[src/rtl/res_dnn_pkg.sv]
// Shared types and constants for the residue accumulator sequencer.
// Holds the FSM state encoding, default datapath sizing and the
// helper that derives the width of the unreduced beat sum.
package res_dnn_pkg;

    typedef enum logic [1:0] {
        IDLE = 2'd0,
        ACC  = 2'd1,
        DONE = 2'd2
    } state_e;

    localparam int DEF_N   = 12;
    localparam int DEF_MOD = 4093;

    // acc + a + b stays below 3 * 2**N, so two guard bits are enough.
    function automatic int sum_w(input int n);
        return n + 2;
    endfunction

endpackage

[src/rtl/res_acc_seq_if.sv]
// Handshake bundle for res_acc_seq: frame start, operand input stream,
// result output stream and status flags. The master drives operands and
// accepts results; the slave is the sequencer itself.
interface res_acc_seq_if #(
    parameter int N = 12
);
    logic         start;
    logic         in_valid;
    logic         in_ready;
    logic [N-1:0] in_a;
    logic [N-1:0] in_b;
    logic         out_valid;
    logic         out_ready;
    logic [N-1:0] out_res;
    logic         busy;
    logic         err;

    modport master (
        output start, in_valid, in_a, in_b, out_ready,
        input  in_ready, out_valid, out_res, busy, err
    );

    modport slave (
        input  start, in_valid, in_a, in_b, out_ready,
        output in_ready, out_valid, out_res, busy, err
    );
endinterface

[src/rtl/res_acc_seq_mod_corr_sel.sv]
// Combinational modulo correction for a sum known to be below 3*MOD.
// Produces the two threshold flags and the reduced residue, giving the
// 2*MOD subtraction priority so the result is always below MOD.
module mod_corr_sel #(
    parameter int N  = 12,
    parameter int SW = 14
) (
    input  logic [SW-1:0] s,
    input  logic [SW-1:0] mod_val,
    output logic          c2,
    output logic          c3,
    output logic [N-1:0]  res
);
    logic [SW-1:0] two_mod;

    assign two_mod = mod_val << 1;

    // Compare against both thresholds and pick the matching candidate.
    always_comb begin
        c2  = (s >= mod_val);
        c3  = (s >= two_mod);
        res = N'(s);
        if (c3) begin
            res = N'(s - two_mod);
        end else if (c2) begin
            res = N'(s - mod_val);
        end
    end
endmodule

[src/rtl/res_acc_seq.sv]
// Residue accumulator sequencer: after a start pulse, accepts LEN operand
// pairs and folds each into acc = (acc + a + b) mod MOD, then offers the
// residue on a valid/ready output until it is taken.
// Optional feature macro: RANGE_CHK_EN (operand range check with sticky err).
module res_acc_seq
    import res_dnn_pkg::*;
#(
    parameter int N     = DEF_N,
    parameter int MOD   = DEF_MOD,
    parameter int LEN   = 16,
    parameter int CNT_W = 5
) (
    input  logic          clk,
    input  logic          rst,
    res_acc_seq_if.slave  bus
);
    localparam int SW = sum_w(N);

    localparam logic [1:0] S_IDLE = IDLE;
    localparam logic [1:0] S_ACC  = ACC;
    localparam logic [1:0] S_DONE = DONE;

    logic [1:0]       state;
    logic [N-1:0]     acc;
    logic [N-1:0]     res_q;
    logic [CNT_W-1:0] cnt;

    logic             beat;
    logic             last_beat;
    logic [N-1:0]     a_eff;
    logic [N-1:0]     b_eff;
    logic [SW-1:0]    s;
    logic [N-1:0]     acc_next;
    logic             c2;
    logic             c3;
    logic             unused_corr;

    assign beat      = (state == S_ACC) && bus.in_valid;
    assign last_beat = beat && (cnt == CNT_W'(LEN - 1));

`ifdef RANGE_CHK_EN
    localparam logic [N:0] MOD_CMP = (N + 1)'(MOD);

    logic a_bad;
    logic b_bad;
    logic range_hit;
    logic err_q;

    assign a_bad     = ({1'b0, bus.in_a} >= MOD_CMP);
    assign b_bad     = ({1'b0, bus.in_b} >= MOD_CMP);
    assign a_eff     = a_bad ? '0 : bus.in_a;
    assign b_eff     = b_bad ? '0 : bus.in_b;
    assign range_hit = beat && (a_bad || b_bad);

    // Sticky error: cleared by a new frame start, set by any bad accepted operand.
    always_ff @(posedge clk) begin
        if (rst) begin
            err_q <= 1'b0;
        end else if ((state == S_IDLE) && bus.start) begin
            err_q <= 1'b0;
        end else if (range_hit) begin
            err_q <= 1'b1;
        end
    end

    assign bus.err = err_q;
`else
    assign a_eff   = bus.in_a;
    assign b_eff   = bus.in_b;
    assign bus.err = 1'b0;
`endif

    assign s = SW'(acc) + SW'(a_eff) + SW'(b_eff);

    mod_corr_sel #(
        .N  (N),
        .SW (SW)
    ) u_corr (
        .s       (s),
        .mod_val (SW'(MOD)),
        .c2      (c2),
        .c3      (c3),
        .res     (acc_next)
    );

    // Threshold flags are only needed inside the selector; they are kept
    // on the instance so the block stays reusable elsewhere.
    assign unused_corr = c2 ^ c3;

    // Frame sequencing, accumulation and result capture.
    always_ff @(posedge clk) begin
        if (rst) begin
            state <= S_IDLE;
            acc   <= '0;
            cnt   <= '0;
            res_q <= '0;
        end else begin
            case (state)
                S_IDLE: begin
                    if (bus.start) begin
                        state <= S_ACC;
                        acc   <= '0;
                        cnt   <= '0;
                    end
                end
                S_ACC: begin
                    if (beat) begin
                        acc <= acc_next;
                        cnt <= cnt + CNT_W'(1);
                        if (last_beat) begin
                            state <= S_DONE;
                            res_q <= acc_next;
                        end
                    end
                end
                S_DONE: begin
                    if (bus.out_ready) begin
                        state <= S_IDLE;
                    end
                end
                default: begin
                    state <= S_IDLE;
                end
            endcase
        end
    end

    assign bus.in_ready  = (state == S_ACC);
    assign bus.out_valid = (state == S_DONE);
    assign bus.busy      = (state != S_IDLE);
    assign bus.out_res   = res_q;
endmodule

[src/flat_wrapper.sv]
// flat-port wrapper written by rule: the top's interface ports become plain ports
module res_acc_seq_flat import res_dnn_pkg::*;
#(
    parameter int N     = DEF_N,
    parameter int MOD   = DEF_MOD,
    parameter int LEN   = 16,
    parameter int CNT_W = 5
)
  (clk, rst, bus_start, bus_in_valid, bus_in_a, bus_in_b, bus_out_ready, bus_in_ready, bus_out_valid, bus_out_res, bus_busy, bus_err);
  res_acc_seq_if #(.N(N)) bus_i ();
  input  logic clk;
  input  logic rst;
  input wire logic [$bits(bus_i.start)-1:0] bus_start;
  input wire logic [$bits(bus_i.in_valid)-1:0] bus_in_valid;
  input wire logic [$bits(bus_i.in_a)-1:0] bus_in_a;
  input wire logic [$bits(bus_i.in_b)-1:0] bus_in_b;
  input wire logic [$bits(bus_i.out_ready)-1:0] bus_out_ready;
  output wire logic [$bits(bus_i.in_ready)-1:0] bus_in_ready;
  output wire logic [$bits(bus_i.out_valid)-1:0] bus_out_valid;
  output wire logic [$bits(bus_i.out_res)-1:0] bus_out_res;
  output wire logic [$bits(bus_i.busy)-1:0] bus_busy;
  output wire logic [$bits(bus_i.err)-1:0] bus_err;
  assign bus_i.start = bus_start;
  assign bus_i.in_valid = bus_in_valid;
  assign bus_i.in_a = bus_in_a;
  assign bus_i.in_b = bus_in_b;
  assign bus_i.out_ready = bus_out_ready;
  assign bus_in_ready = bus_i.in_ready;
  assign bus_out_valid = bus_i.out_valid;
  assign bus_out_res = bus_i.out_res;
  assign bus_busy = bus_i.busy;
  assign bus_err = bus_i.err;
  res_acc_seq #(.N(N), .MOD(MOD), .LEN(LEN), .CNT_W(CNT_W)) u_core (.clk(clk), .rst(rst), .bus(bus_i));
endmodule
[config.mk]
export PLATFORM = sky130hd
export DESIGN_NAME = res_acc_seq_flat
export DESIGN_NICKNAME = d
export VERILOG_FILES = /design/src/rtl/res_dnn_pkg.sv /design/src/rtl/res_acc_seq_if.sv /design/src/rtl/res_acc_seq_mod_corr_sel.sv /design/src/rtl/res_acc_seq.sv /design/src/flat_wrapper.sv
export SDC_FILE = /design/constraint.sdc
export NUM_CORES = 1
export LEC_CHECK = 0
export CAP_MARGIN = 40
export CORE_UTILIZATION = 49
export DETAILED_ROUTE_END_ITERATION = 7
export PLACE_DENSITY = 0.77
export SYNTH_ARGS = -nofsm -noshare
export SYNTH_HDL_FRONTEND = slang
export SYNTH_SLANG_ARGS = --single-unit
[constraint.sdc]
create_clock -name clk -period 5.1 [get_ports clk]
set_clock_uncertainty 0.05 [all_clocks]
set_input_delay 1.53 -clock clk [delete_from_list [all_inputs] [get_ports clk]]
set_output_delay 1.53 -clock clk [all_outputs]
set_load 0.01 [all_outputs]
==> impl_metrics.csv <==
group,metric,value,unit
grt,antenna_found_initial,0,
critical_path,critical_path_launch_point_type,"input pin",
routing,wl,9040,microns
power,irDropWorstVdd,0.000228,V
routing,drt-pass1-iter-count,5,
critical_path,crit_top_cell,"buf_4",
power,seq_power_share,18.4,%
place,dp_hpwl,5520,microns
floorplan,design.portCount,45,
sta,final_max_slew_viol_count,0,
power,total_leakage_power,0.00170,uW
synth,syn-cell-area,2690,sq um
place,dp_slack,-0.514,ns
finish,finish.net_count,468,
critical_path,worstPathArrival,5.18,ns
sta,hold_viol_final,0,
clock_tree,ctsHtreeMaxLevel,2,
floorplan,row_count,26,
clock_tree,cts_root_buffer,"clkbuf_8",
grt,grt-ovfl-total,0,
power,pwr-share-comb,68.5,%
sta,clock.fmax,0.196,GHz
critical_path,path_max_fanout,4,
sta,finalCritPeriodShare,99.9,%
floorplan,horizontal_extent_of_the_die,76.1,microns
critical_path,reg2reg_from,"u_core.acc[1]",
synth,count_of_mapped_cells_out_of_synthesis,304,
worst_hold_path,beginning_of_the_worst_hold_path,"u_core.acc[7]",
finish,n_antenna_cell,0,
floorplan,floorplan.die_area,5790,sq um
clock_tree,cts_tree,"built",
critical_path,r2r_setup_slack,1.09,ns
clock_tree,clock_tree_sinks,31,
routing,antenna_nets_post_route,0,
synth,synthesis.area_per_instance,8.84,sq um
power,cellInternalPower,808,uW
sta,timing.max_slew.rel_slack,38.3,%
power,switch_share,43.9,%
finish,final_common_cell,"buf_4",
critical_path,criticalPathCategory,"in -> reg",
routing,total_via_count_in_the_routed_design,2899,
critical_path,critPathLaunch,"bus_in_b[6]",
outcome,outcome,"complete, no violations",
clock_tree,path_clk_slew,0.07,ns
worst_hold_path,hp-class,"reg -> reg",
critical_path,cp_delay_by_family_top,"buffers and inverters",
power,power,1440,uW
synth,mappedNetlistNets,365,
critical_path,worst-r2r-cell-count,14,
critical_path,worst-path-buf-inv,4,
routing,drc,0,
finish,area_growth_syn_to_layout,51.7,%
clock_tree,cts-buffers-inserted,5,
synth,post_synth_arst_share,0,%
synth,yosysWarningCount,0,
synth,synth.ff_latch_count,31,
sta,setup-violations-final,0,
synth,dominantRegCellSynth,"dfxtp_1",
worst_hold_path,hold-path-cell-count,2,
sta,timing.hold.ws,0.448,ns
power,power_switching,633,uW
routing,drt_iter0_drc,226,
power,power.density_cell_area,353,nW/um^2
power,clkPwrFrac,13.1,%
finish,commonest_cells_after_routing_fill_and_taps_aside,"58 x buf_4, 35 x nor2_1, 31 x dfxtp_1",
grt,global_route.usage.total,27.2,%
critical_path,crit_path_end_kind,"register",
grt,first_global_vias,2786,
critical_path,crit_path_max_incr_delay,0.53,ns
grt,pin_count_of_the_biggest_net_entering_global_routing,25,
critical_path,critical_path_cell_by_cell,"clkdlybuf4s50_1 -> fa_1 -> ha_4 -> nand3_1 -> o22ai_2 -> buf_4 -> mux2_2 -> or2_2 -> o2111a_1 -> buf_4 -> a21oi_4 -> buf_6 -> mux2i_2 -> xor2_1 -> o32ai_1",
critical_path,slowest_library_cell_on_the_worst_path,"fa_1",
synth,synth_cell_types,64,
clock_tree,clk-insertion-delay-late,0.28,ns
critical_path,timing.rr.end,"u_core.bus.out_res[11]",
sta,period_minus_slack,5.10,ns
place,finalWeightedCongestion,0.844,
critical_path,timing.critical_path.required,5.18,ns
worst_hold_path,min_delay_worst_endpoint,"u_core.acc[7]",
synth,synth_edf_count,0,
routing,route.detailed.vias_per_inst,6.06,
run,drv.max_cap_violation_count,0,
routing,routed_wire_length_per_instance,18.9,microns
floorplan,floorplan.initialDensity,51.6,%
floorplan,floorplan.die.height,76.1,microns
finish,drive_above_1_share,32.4,%
floorplan,coreArea,5200,sq um
sta,layout_setup_ws,0.00413,ns
grt,grt_pass1_wl,12700,microns
synth,synth.yosys.seq_area_share,23.1,%
clock_tree,clock_path_buffers,2,
place,number_of_buffers_inserted_by_port_buffering,43,
sta,timing_worst_slew_pin_value,0.923,ns
==> power by group through the flow <==
stage | clock network [uW] | logic, uW | registers, uW
floorplan | 0 | 462 | 265
global placement | 0 | 718 | 269
detailed placement | 0 | 742 | 270
CTS | 184 | 802 | 265
global route | 200 | 1050 | 266
finish | 189 | 987 | 265
==> synth_stat cells (2+ instances only) <==
master / count / share of area (%)
a32oi_1: 3 / 0.98
nand3_1: 10 / 1.9
o21ai_0: 15 / 2.8
a22oi_1: 2 / 0.56
o22ai_1: 2 / 0.47
nand4_1: 4 / 0.93
nand2_1: 14 / 2.0
or3_2: 2 / 0.56
xor2_1: 5 / 1.6
buf_6: 4 / 1.7
and2_1: 4 / 0.93
o31a_1: 2 / 0.65
xnor2_1: 11 / 3.6
dfxtp_1: 31 / 23
inv_1: 15 / 2.1
o21bai_1: 3 / 0.84
a21oi_1: 13 / 2.4
clkbuf_1: 4 / 0.56
a211oi_1: 11 / 3.1
a22o_1: 3 / 0.98
or4_1: 2 / 0.56
a21o_2: 2 / 0.65
a21o_1: 5 / 1.4
and3_1: 2 / 0.47
a311oi_1: 3 / 0.98
nand2b_1: 2 / 0.47
nor2_1: 36 / 5.0
nor2b_1: 3 / 0.70
nand3b_1: 2 / 0.56
ha_1: 19 / 8.8
nor3_1: 10 / 1.9
mux2i_1: 7 / 2.6
or2_2: 5 / 1.2
o211ai_1: 3 / 0.84
fa_1: 13 / 9.7
and4_1: 3 / 0.98
mux2_2: 2 / 0.84
==> kinds of logic (layout without fill, tap and decap cells) <==
group	Yosys count	after routing	synth area share (%)
xor gates and xnor gates	16	16	5.21
muxes	9	9	3.45
AOI/OAI and AO/OA	84	84	24.4
and+or+nand+nor	104	104	19.5
buffers and inverters	27	131	5.68
adders and majority gates	32	32	18.5
other	1	1	0.140
DFF	31	31	23.1
==> final cells by class <==
type / instances / area (sq um)
fillers: 310 / 1130
well taps: 70 / 87.6
inverters: 15 / 56.3
flip-flops and latches: 31 / 621
repair buffers: 108 / 956
multi-input cells: 246 / 2280
clock buffers: 7 / 76.3
clock inverters: 1 / 5.00
==> what timing repair did <==
action / CTS / global route
endpoints found under the setup margin: 18 / 21
hold buffers: 0 / 0
pin swaps: 23 / 30
gates cloned: 0 / 0
gates resized for setup: 29 / 59
buffers inserted: 6 / 6
==> tightest hold or removal path, delay by kind of cell, from the launching register on <==
kind / cells / cell delay (ns)
AO/OA/AOI/OAI: 1 / 0.06
AND/OR/NAND/NOR: 1 / 0.06
flip-flops: 1 / 0.33
==> how the worst max path moves through the flow <==
stage / end / slack [ns] / cells after the start
after CTS: u_core.bus.out_res[7] / 0.02 / 15
after floorplan: u_core.bus.out_res[6] / 0.07 / 13
final: u_core.acc[11] / 0.004 / 15
after global routing: u_core.acc[5] / -0.11 / 16
after detailed placement: u_core.bus.out_res[8] / -0.51 / 13
after global placement: u_core.bus.out_res[10] / -0.41 / 13
==> sequential cells by signal, summed over array words and instances (netlist names) <==
signal,cells
u_core.bus.out_res,12
u_core.cnt,5
u_core.state,2
u_core.acc,12
==> per-stage QoR <==
| stage | std cells | instance area [sq um] | util, % | setup TNS, ns |
|---|---|---|---|---|
| after floorplan | 304 | 2690 | - | 0 |
| after global placement | 458 | 3510 | 67.5 | -6.26 |
| after detailed placement | 458 | 3510 | 67.5 | -8.98 |
| after CTS | 472 | 3770 | 72.4 | 0 |
| after global routing | 478 | 4080 | 78.3 | -0.765 |
| final | 478 | 4080 | 78.3 | 0 |
==> metal layers <==
metal / part of all wire [%] / global-route usage [%]
met1: 41 / 32.2
met4: 4.5 / 9.23
met2: 50 / 48.5
met5: 0 / 0
met3: 4.7 / 5.75
(Power assumes the default switching activity.)
